<file path="src/rtl/multicycle_cu_if.sv">
// Shared instruction/data memory port between the multi-cycle control unit
// and the memory system: request, write strobe, address select, ready.
interface multicycle_cu_if;
  logic mem_req;
  logic write_mem;
  logic addr_sel;
  logic mem_ready;

  modport master (
    output mem_req,
    output write_mem,
    output addr_sel,
    input  mem_ready
  );

  modport slave (
    input  mem_req,
    input  write_mem,
    input  addr_sel,
    output mem_ready
  );
endinterface

</file>
<file path="src/rtl/multicycle_cu.sv">
// Multi-cycle control unit for the 3-bit-opcode RISC core.
// FETCH/DECODE/EXEC/MEM/WB over one shared memory port, with halt and fault.
module multicycle_cu #(
  parameter int TIMEOUT = 15,
  parameter int CNT_W   = 32,
  parameter int TO_W    = 4
) (
  input  logic             clk,
  input  logic             rst,
  multicycle_cu_if.master  bus,
  input  logic [2:0]       opcode,
  input  logic             halt_flag,
  input  logic             EQ_out,
  output logic             ir_load,
  output logic             write_en_reg,
  output logic [1:0]       wb_sel,
  output logic             ADD,
  output logic             NAND,
  output logic             PASS1,
  output logic             EQ,
  output logic             pc_load,
  output logic [1:0]       pc_src,
  output logic             BR,
  output logic             halted,
  output logic             fault,
  output logic [CNT_W-1:0] retired
);

  typedef enum logic [2:0] {
    S_FETCH,
    S_DECODE,
    S_EXEC,
    S_MEM,
    S_WB,
    S_HALT,
    S_FAULT
  } state_t;

  localparam logic [2:0] OP_LW   = 3'b100;
  localparam logic [2:0] OP_SW   = 3'b101;
  localparam logic [2:0] OP_BEQ  = 3'b110;
  localparam logic [2:0] OP_JALR = 3'b111;

  state_t           state;
  logic [TO_W-1:0]  wcnt;
  logic [TO_W:0]    wnext;
  logic [CNT_W-1:0] ret_q;
  logic             is_mem;
  logic             accept;
  logic             waiting;
  logic             timed_out;
  logic             retire;

  // {ADD, NAND, PASS1, EQ}
  function automatic logic [3:0] alu_dec(input logic [2:0] op);
    logic [3:0] sel;
    unique case (op)
      3'b000, 3'b001,
      3'b100, 3'b101: sel = 4'b1000;
      3'b010:         sel = 4'b0100;
      3'b011, 3'b111: sel = 4'b0010;
      default:        sel = 4'b0001;
    endcase
    return sel;
  endfunction

  assign is_mem  = (state == S_FETCH) || (state == S_MEM);
  assign accept  = is_mem && bus.mem_ready;
  assign waiting = is_mem && !bus.mem_ready;
  assign wnext   = {1'b0, wcnt} + (TO_W+1)'(1);

  // accept has priority: a late ready on the limit cycle is not a fault
  assign timed_out = (TIMEOUT > 0) && waiting
                  && (wnext == (TO_W+1)'(TIMEOUT));

  assign retire = (state == S_WB)
               || (state == S_EXEC && opcode == OP_BEQ)
               || (state == S_MEM && accept && opcode == OP_SW);

  always_ff @(posedge clk) begin
    if (rst) begin
      state <= S_FETCH;
      wcnt  <= '0;
      ret_q <= '0;
    end else begin
      if (retire)
        ret_q <= ret_q + CNT_W'(1);
      wcnt <= waiting ? wnext[TO_W-1:0] : '0;
      unique case (state)
        S_FETCH: begin
          if (accept)
            state <= S_DECODE;
          else if (timed_out)
            state <= S_FAULT;
        end
        S_DECODE: begin
          if (opcode == OP_JALR && halt_flag)
            state <= S_HALT;
          else
            state <= S_EXEC;
        end
        S_EXEC: begin
          unique case (opcode)
            OP_BEQ:       state <= S_FETCH;
            OP_LW, OP_SW: state <= S_MEM;
            default:      state <= S_WB;
          endcase
        end
        S_MEM: begin
          if (accept)
            state <= (opcode == OP_SW) ? S_FETCH : S_WB;
          else if (timed_out)
            state <= S_FAULT;
        end
        S_WB:    state <= S_FETCH;
        S_HALT:  state <= S_HALT;
        S_FAULT: state <= S_FAULT;
        default: state <= S_FETCH;
      endcase
    end
  end

  always_comb begin
    bus.mem_req   = 1'b0;
    bus.write_mem = 1'b0;
    bus.addr_sel  = 1'b0;
    ir_load       = 1'b0;
    write_en_reg  = 1'b0;
    wb_sel        = 2'd0;
    {ADD, NAND, PASS1, EQ} = 4'b0000;
    pc_load       = 1'b0;
    pc_src        = 2'd0;
    BR            = 1'b0;
    halted        = 1'b0;
    fault         = 1'b0;
    retired       = '0;
    if (!rst) begin
      retired = ret_q;
      unique case (state)
        S_FETCH: begin
          bus.mem_req = 1'b1;
          ir_load     = bus.mem_ready;
          pc_load     = bus.mem_ready;
        end
        S_EXEC: begin
          {ADD, NAND, PASS1, EQ} = alu_dec(opcode);
          if (opcode == OP_BEQ) begin
            BR      = EQ_out;
            pc_load = EQ_out;
            pc_src  = 2'd1;
          end
        end
        S_MEM: begin
          bus.mem_req   = 1'b1;
          bus.addr_sel  = 1'b1;
          bus.write_mem = (opcode == OP_SW);
          ADD           = 1'b1;
        end
        S_WB: begin
          write_en_reg = 1'b1;
          {ADD, NAND, PASS1, EQ} = alu_dec(opcode);
          unique case (opcode)
            OP_LW:   wb_sel = 2'd1;
            OP_JALR: begin
              wb_sel  = 2'd2;
              pc_load = 1'b1;
              pc_src  = 2'd2;
            end
            default: wb_sel = 2'd0;
          endcase
        end
        S_HALT:  halted = 1'b1;
        S_FAULT: fault  = 1'b1;
        default: ;
      endcase
    end
  end

endmodule

</file>
<file path="src/flat_wrapper.sv">
// flat-port wrapper written by rule: the top's interface ports become plain ports
module multicycle_cu_flat 
#(
  parameter int TIMEOUT = 15,
  parameter int CNT_W   = 32,
  parameter int TO_W    = 4
)
  (clk, rst, opcode, halt_flag, EQ_out, ir_load, write_en_reg, wb_sel, ADD, NAND, PASS1, EQ, pc_load, pc_src, BR, halted, fault, retired, bus_mem_req, bus_write_mem, bus_addr_sel, bus_mem_ready);
  multicycle_cu_if bus_i ();
  input  logic clk;
  input  logic rst;
  input  logic [2:0] opcode;
  input  logic halt_flag;
  input  logic EQ_out;
  output logic ir_load;
  output logic write_en_reg;
  output logic [1:0] wb_sel;
  output logic ADD;
  output logic NAND;
  output logic PASS1;
  output logic EQ;
  output logic pc_load;
  output logic [1:0] pc_src;
  output logic BR;
  output logic halted;
  output logic fault;
  output logic [CNT_W-1:0] retired;
  output wire logic [$bits(bus_i.mem_req)-1:0] bus_mem_req;
  output wire logic [$bits(bus_i.write_mem)-1:0] bus_write_mem;
  output wire logic [$bits(bus_i.addr_sel)-1:0] bus_addr_sel;
  input wire logic [$bits(bus_i.mem_ready)-1:0] bus_mem_ready;
  assign bus_mem_req = bus_i.mem_req;
  assign bus_write_mem = bus_i.write_mem;
  assign bus_addr_sel = bus_i.addr_sel;
  assign bus_i.mem_ready = bus_mem_ready;
  multicycle_cu #(.TIMEOUT(TIMEOUT), .CNT_W(CNT_W), .TO_W(TO_W)) u_core (.clk(clk), .rst(rst), .bus(bus_i), .opcode(opcode), .halt_flag(halt_flag), .EQ_out(EQ_out), .ir_load(ir_load), .write_en_reg(write_en_reg), .wb_sel(wb_sel), .ADD(ADD), .NAND(NAND), .PASS1(PASS1), .EQ(EQ), .pc_load(pc_load), .pc_src(pc_src), .BR(BR), .halted(halted), .fault(fault), .retired(retired));
endmodule
</file>
<file path="config.mk">
export PLATFORM = sky130hd
export DESIGN_NAME = multicycle_cu_flat
export DESIGN_NICKNAME = d
export VERILOG_FILES = /design/src/rtl/multicycle_cu_if.sv /design/src/rtl/multicycle_cu.sv /design/src/flat_wrapper.sv
export SDC_FILE = /design/constraint.sdc
export NUM_CORES = 1
export LEC_CHECK = 0
export ABC_AREA = 1
export ABC_CLOCK_PERIOD_IN_PS = 2290
export CAP_MARGIN = 20
export CORE_ASPECT_RATIO = 0.6
export CORE_MARGIN = 4
export CORE_UTILIZATION = 55
export DETAILED_ROUTE_END_ITERATION = 6
export PLACE_DENSITY_LB_ADDON = 0.2
export SYNTH_ARGS = -nofsm -noshare
export SYNTH_HDL_FRONTEND = slang
export SYNTH_SLANG_ARGS = --single-unit
</file>
<file path="constraint.sdc">
create_clock -name clk -period 2.29 [get_ports clk]
set_input_delay 0.3435 -clock clk [delete_from_list [all_inputs] [get_ports clk]]
set_output_delay 0.3435 -clock clk [all_outputs]
set_load 0.02 [all_outputs]
</file>
==> results.sh, run 1 <==
export IMPL_synth_top_cells_by_area="dfxtp_1, nand2_1, nor2_1, inv_1, nand3_1"
export IMPL_synth_flop_cell="dfxtp_1"
export IMPL_worstSetupPathType="reg -> out"
export IMPL_placementRows=19
export IMPL_finalHoldWorstSlack_ns=0.463
export IMPL_path_clk_slew_ns=0.07
export IMPL_dr_pass1_iters=5
export IMPL_ir_drop_mv=0.324
export IMPL_worst_endpoint_arrival_ns=1.83
export IMPL_finalHoldViolCount=0
export IMPL_p_per_area_nw_per_um2=388
export IMPL_place_area_um2=3380
export IMPL_dpl_hpwl_mm=6.00
export IMPL_synth_simple_area_share=0.506
export IMPL_ant_nets=0
export IMPL_post_cts_setup_buffer_count=0
export IMPL_final_util=0.739
export IMPL_max_slew_margin_rel=0.728
export IMPL_fp_dieH_um=62.7
export IMPL_remaining_drc_errors=0
export IMPL_path_max_fanout=5
export IMPL_grt_antenna_before_repair=0
export IMPL_status="complete, no violations"
export IMPL_rsz0062_at_grt="no"
export IMPL_wl_per_cell_um=13.0
export IMPL_total_power_uw=1340
export IMPL_numPortBuffers=56
export IMPL_netlist_instances=484
export IMPL_grt_pass1_wl_mm=12.9
export IMPL_cts_tree="done"
export IMPL_final_area_um2=3460
export IMPL_setup_viol_count_final=0
export IMPL_synth_xor_area_share=0.0160
export IMPL_areaGrowthSynthToFinish_pct=26.2
export IMPL_async_flop_share=0
export IMPL_min_period_ns=2.17
export IMPL_drv_slew=0
export IMPL_hold_class="reg -> reg"
export IMPL_cts_buffers=5
export IMPL_postLayoutSetupSlackWorst_ns=0.118
export IMPL_routed_wl_mm=7.85
export IMPL_drtIter0Drc=281
export IMPL_root_buffer="clkbuf_8"
export IMPL_fmax_mhz=460
export IMPL_synth_compound_area_frac=0.0671
export IMPL_core_um2=4680
export IMPL_finClkSkew_ns=0.00820
export IMPL_vias_per_cell=5.26
export IMPL_htree_levels=2
export IMPL_netlist_cell_type_count=31
export IMPL_drive_gt1_frac=0.0755
export IMPL_avgSynthCellArea_um2=5.66
export IMPL_clk_latency_ns=0.29
export IMPL_synth_top_family_by_area="simple AND/OR/NAND/NOR gates"
export IMPL_tightest_slew_ns=0.406
export IMPL_ios=57
export IMPL_cts_hold_buffers=0
export IMPL_final_common_cell="nand2_1"
export IMPL_dr_total_vias=3188
export IMPL_ys_ff_latch=39
export IMPL_fin_nets=553
export IMPL_grt_max_degree=51
export IMPL_die_area_um2=6210
export IMPL_gr_total_overflow=0
export IMPL_clk_path_buf_depth=2
export IMPL_synth_warnings=0
export IMPL_end_kind="output pin"
export IMPL_cts_sinks=39
export IMPL_synth_nets=495
export IMPL_seq_area_frac_synth=0.285
export IMPL_grt_usage=0.254
export IMPL_crit_path_start_kind="flop"
export IMPL_syn_area_um2=2740
export IMPL_synth_largest_area_cell="dfxtp_1"
export IMPL_synthMuxAreaShare=0
export IMPL_leakage_uw=0.00133
export IMPL_maxCapViolCount=0
export IMPL_start_util=0.585
export IMPL_synth_edf_count=0
export IMPL_post_cts_resized=9
export IMPL_dpl_worst_slack_ns=-0.111
export IMPL_die_w_um=99.1
export IMPL_post_route_period_util=0.949
export IMPL_worstPathRequired_ns=1.95
export IMPL_synth_adder_area_share=0.0137
export IMPL_gp_congestion=0.918
export IMPL_synth_top_area_frac=0.285
export IMPL_grt_pass1_vias=2677
export IMPL_antenna_cells=0
export IMPL_final_cell_mix="nand2_1, nor2_1, inv_1, clkdlybuf4s50_1, dfxtp_1"
[critical path, stage by stage (launching register included)]
cell and delay (ns):
dfxtp_1 0.33, inv_2 0.10, nand2_1 0.06, nor2_1 0.23, inv_1 0.12, nor2_1 0.10
clkdlybuf4s50_1 0.61
[report_power, final]
part / leakage (µW) / internal, µW / switching (µW) / total, µW
clock: 0.0000422 / 214 / 249 / 463
combinational: 0.000974 / 64.6 / 119 / 184
sequential: 0.000315 / 687 / 9.22 / 696
total: 0.00133 / 966 / 377 / 1340
[registers in the layout, summed over array words and instances, names as in the netlist]
name and cells:
u_core.ret_q 32, u_core.state 3, u_core.wcnt 4
[cell families after synthesis]
logic type               after synthesis
AO/OA/AOI/OAI                         36
XOR/XNOR                               5
adder cells (fa/ha/maj)                3
buffers and inverters                 76
flip-flops                            39
AND/OR/NAND/NOR                      325
[Yosys cell counts (2+ instances only)]
library cell,n
nand4_1,8
nand2_1,133
a31oi_1,2
nand2_2,7
nor2_1,118
nor2_2,6
clkbuf_1,8
o21ai_0,2
nor3b_1,2
dfxtp_1,39
ha_1,3
a21oi_1,30
nand3_1,35
nor4_1,3
nor3_1,6
nor2_4,3
xnor2_1,2
buf_4,4
inv_1,55
inv_2,5
xor2_1,3
[final cells by class]
type                       count  area [µm²]
multi-input combinational    369        1650
sequential                    39         781
timing repair buffer          66         638
fill                         412        1220
inverter                      61         229
clock buffer                   7        76.3
tap                           63        78.8
clock inverter                 1        5.00
[metrics by stage]
| step | instances | TNS, ns |
|---|---|---|
| detailed placement | 598 | -0.149 |
| floorplan | 484 | 0 |
| CTS | 606 | 0 |
| global placement | 598 | -0.0681 |
| finish | 606 | 0 |
| global route | 606 | 0 |
[path summary, 6_finish.rpt]
kind         cells past startpoint            start               end  slack (ns)
max                              6  u_core.state[1]      write_en_reg        0.12
min                              1   u_core.wcnt[0]    u_core.wcnt[0]        0.46
max reg2reg                      9  u_core.ret_q[0]  u_core.ret_q[20]        0.48
min reg2reg                      1   u_core.wcnt[0]    u_core.wcnt[0]        0.46
[layer usage]
metal,share of wire,global-route usage,vias to the layer above
li1,-,-,1619
met5,0,0,-
met2,0.38,0.335,145
met4,0.0080,0.0392,0
met1,0.50,0.411,1413
met3,0.11,0.0602,11
(Power assumes the default switching activity.)
==> run 2, diff against run 1 <==
--- a/config.mk
+++ b/config.mk
@@ -13,6 +13,8 @@
 export CORE_UTILIZATION = 55
 export DETAILED_ROUTE_END_ITERATION = 6
 export PLACE_DENSITY_LB_ADDON = 0.2
+export SLEW_MARGIN = 5
 export SYNTH_ARGS = -nofsm -noshare
 export SYNTH_HDL_FRONTEND = slang
 export SYNTH_SLANG_ARGS = --single-unit
+export TNS_END_PERCENT = 20
==> results of run 2 <==
The final DEF is identical to that of run 1; final timing and power are the same.
==> run 3, diff against run 2 <==
--- a/config.mk
+++ b/config.mk
@@ -7,10 +7,9 @@
 export LEC_CHECK = 0
 export ABC_AREA = 1
 export ABC_CLOCK_PERIOD_IN_PS = 2290
-export CAP_MARGIN = 20
 export CORE_ASPECT_RATIO = 0.6
 export CORE_MARGIN = 4
-export CORE_UTILIZATION = 55
+export CORE_UTILIZATION = 35
 export DETAILED_ROUTE_END_ITERATION = 6
 export PLACE_DENSITY_LB_ADDON = 0.2
 export SLEW_MARGIN = 5
==> run 3 against run 2 <==
Against the previous run:
- power up 19%
- utilization down 25 points
- largest power group is now clock
- cell area is 5.8% higher
- register-to-register slack is essentially flat
- critical endpoint is now ir_load
- clock skew about the same
- worst setup slack got worse by 0.0037 ns
- sequential share of layout area fell by 1.2 points
- flip-flop and latch count is the same
- clock power is 52% higher
- critical path depth rose by 1
==> results.sh, run 3 (synthesis gave the netlist of run 1 again) <==
export IMPL_status="complete, no violations"
export IMPL_rsz0062_at_grt="no"
export IMPL_clk_path_buf_depth=2
export IMPL_post_route_period_util=0.950
export IMPL_grt_max_degree=34
export IMPL_crit_path_start_kind="flop"
export IMPL_dr_total_vias=3153
export IMPL_postLayoutSetupSlackWorst_ns=0.114
export IMPL_drv_slew=0
export IMPL_regMostFlops="u_core.ret_q"
export IMPL_grt_antenna_before_repair=0
export IMPL_largest_reg_flops=32
export IMPL_core_um2=7450
export IMPL_r2r_slack_ns=0.47
export IMPL_fmax_mhz=460
export IMPL_die_w_um=122
export IMPL_vias_per_cell=4.82
export IMPL_finalSetupTns_ns=0
export IMPL_max_slew_margin_rel=0.725
export IMPL_final_cell_mix="nand2_1, nor2_1, inv_1, clkdlybuf4s50_1, dfxtp_1"
export IMPL_path_max_fanout=7
export IMPL_fp_dieH_um=76.6
export IMPL_root_buffer="clkbuf_16"
export IMPL_drtIter0Drc=307
export IMPL_fin_nets=560
export IMPL_numPortBuffers=56
export IMPL_cts_buffers=5
export IMPL_finalHoldViolCount=0
export IMPL_dp_cells=646
export IMPL_tightest_slew_ns=0.410
export IMPL_setup_viol_count_final=0
export IMPL_wl_per_cell_um=12.7
export IMPL_final_cells=654
export IMPL_reg2reg_to="u_core.ret_q[20]"
export IMPL_placementRows=24
export IMPL_dr_pass1_iters=5
export IMPL_ant_nets=0
export IMPL_remaining_drc_errors=0
export IMPL_hold_depth=1
export IMPL_post_cts_resized=4
export IMPL_cts_sinks=39
export IMPL_top_regs="u_core.ret_q (32), u_core.wcnt (4), u_core.state (3)"
export IMPL_antenna_cells=0
export IMPL_p_per_area_nw_per_um2=437
export IMPL_whs_endpoint="u_core.wcnt[0]"
export IMPL_final_common_cell="nand2_1"
export IMPL_maxCapViolCount=0
export IMPL_path_clk_slew_ns=0.06
export IMPL_cts_hold_buffers=0
export IMPL_gp_congestion=0.935
export IMPL_min_period_ns=2.18
export IMPL_final_util=0.491
export IMPL_leakage_uw=0.00145
export IMPL_r2r_start="u_core.ret_q[0]"
export IMPL_r2r_cells=9
export IMPL_grt_pass1_vias=2700
export IMPL_start_util=0.368
export IMPL_routed_wl_mm=8.33
export IMPL_cts_tree="done"
export IMPL_dpl_worst_slack_ns=-0.0907
export IMPL_worstPathRequired_ns=1.95
export IMPL_dpl_hpwl_mm=6.45
export IMPL_gr_total_overflow=0
export IMPL_areaGrowthSynthToFinish_pct=33.5
export IMPL_grt_usage=0.180
export IMPL_worstSetupPathType="reg -> out"
export IMPL_ir_drop_mv=0.260
export IMPL_hp_start="u_core.wcnt[0]"
export IMPL_drive_gt1_frac=0.0891
export IMPL_grt_pass1_wl_mm=13.6
export IMPL_die_area_um2=9360
export IMPL_worst_endpoint_arrival_ns=1.83
export IMPL_end_kind="output pin"
export IMPL_clk_latency_ns=0.29
export IMPL_ios=57
export IMPL_final_area_um2=3660
export IMPL_post_cts_setup_buffer_count=0
export IMPL_htree_levels=2
export IMPL_hold_class="reg -> reg"
export IMPL_finClkSkew_ns=0.00772
export IMPL_place_area_um2=3500
==> run 3: changes by cell type in the layout (fill, tap and decap cells not counted), moves of 2 or more <==
cell / change
buf_4: +6
clkbuf_16: +5
clkbuf_8: -5
dlygate4sd2_1: -4
dlymetal6s2s_1: +4
clkbuf_1: -2
clkinvlp_4: +2
==> run 3: where the power goes <==
group	switching [µW]	total, µW	internal, µW	leakage [µW]
registers	9.92	698	688	0.000315
logic	124	199	75.2	0.00107
clock network	302	704	402	0.0000658
==> run 3: layout make-up <==
type,instances,area [µm²]
clock buffers,5,125
clock inverters,3,20.0
flip-flops and latches,39,781
inverters,61,229
well taps,104,130
repair buffers,73,723
multi-input cells,369,1650
fillers,791,3790
==> run 3: worst max-delay path by stage <==
stage                                from   endpoint  slack, ns
after CTS                 u_core.state[0]        ADD       0.01
after floorplan                       rst  wb_sel[0]       0.53
after detailed placement        opcode[1]    pc_load      -0.09
after global placement          opcode[1]    pc_load      -0.05
final                     u_core.state[2]    ir_load       0.11
after global routing      u_core.state[2]    ir_load       0.01
==> run 3: metrics by stage <==
stage	power, µW	hold slack, ns
global route	1670	0.521
CTS	1610	0.481
detailed placement	914	0.467
floorplan	831	0.430
finish	1600	0.473
global placement	911	0.450
==> run 3: routing by layer <==
layer | wire, µm | track usage | share of wire | up-vias
met3 | 780 | 0.0445 | 0.094 | 5
met5 | 0 | 0 | 0 | -
li1 | - | - | - | 1638
met1 | 4310 | 0.286 | 0.52 | 1398
met2 | 3180 | 0.239 | 0.38 | 112
met4 | 56 | 0.0369 | 0.0067 | 0
==> run 3: critical path: stages, from the launching register on <==
cell and delay (ns):
dfxtp_1 0.34, inv_2 0.06, buf_4 0.14, nand3_1 0.12
nor2_1 0.11, inv_1 0.08, nor2_1 0.08, clkdlybuf4s50_1 0.62
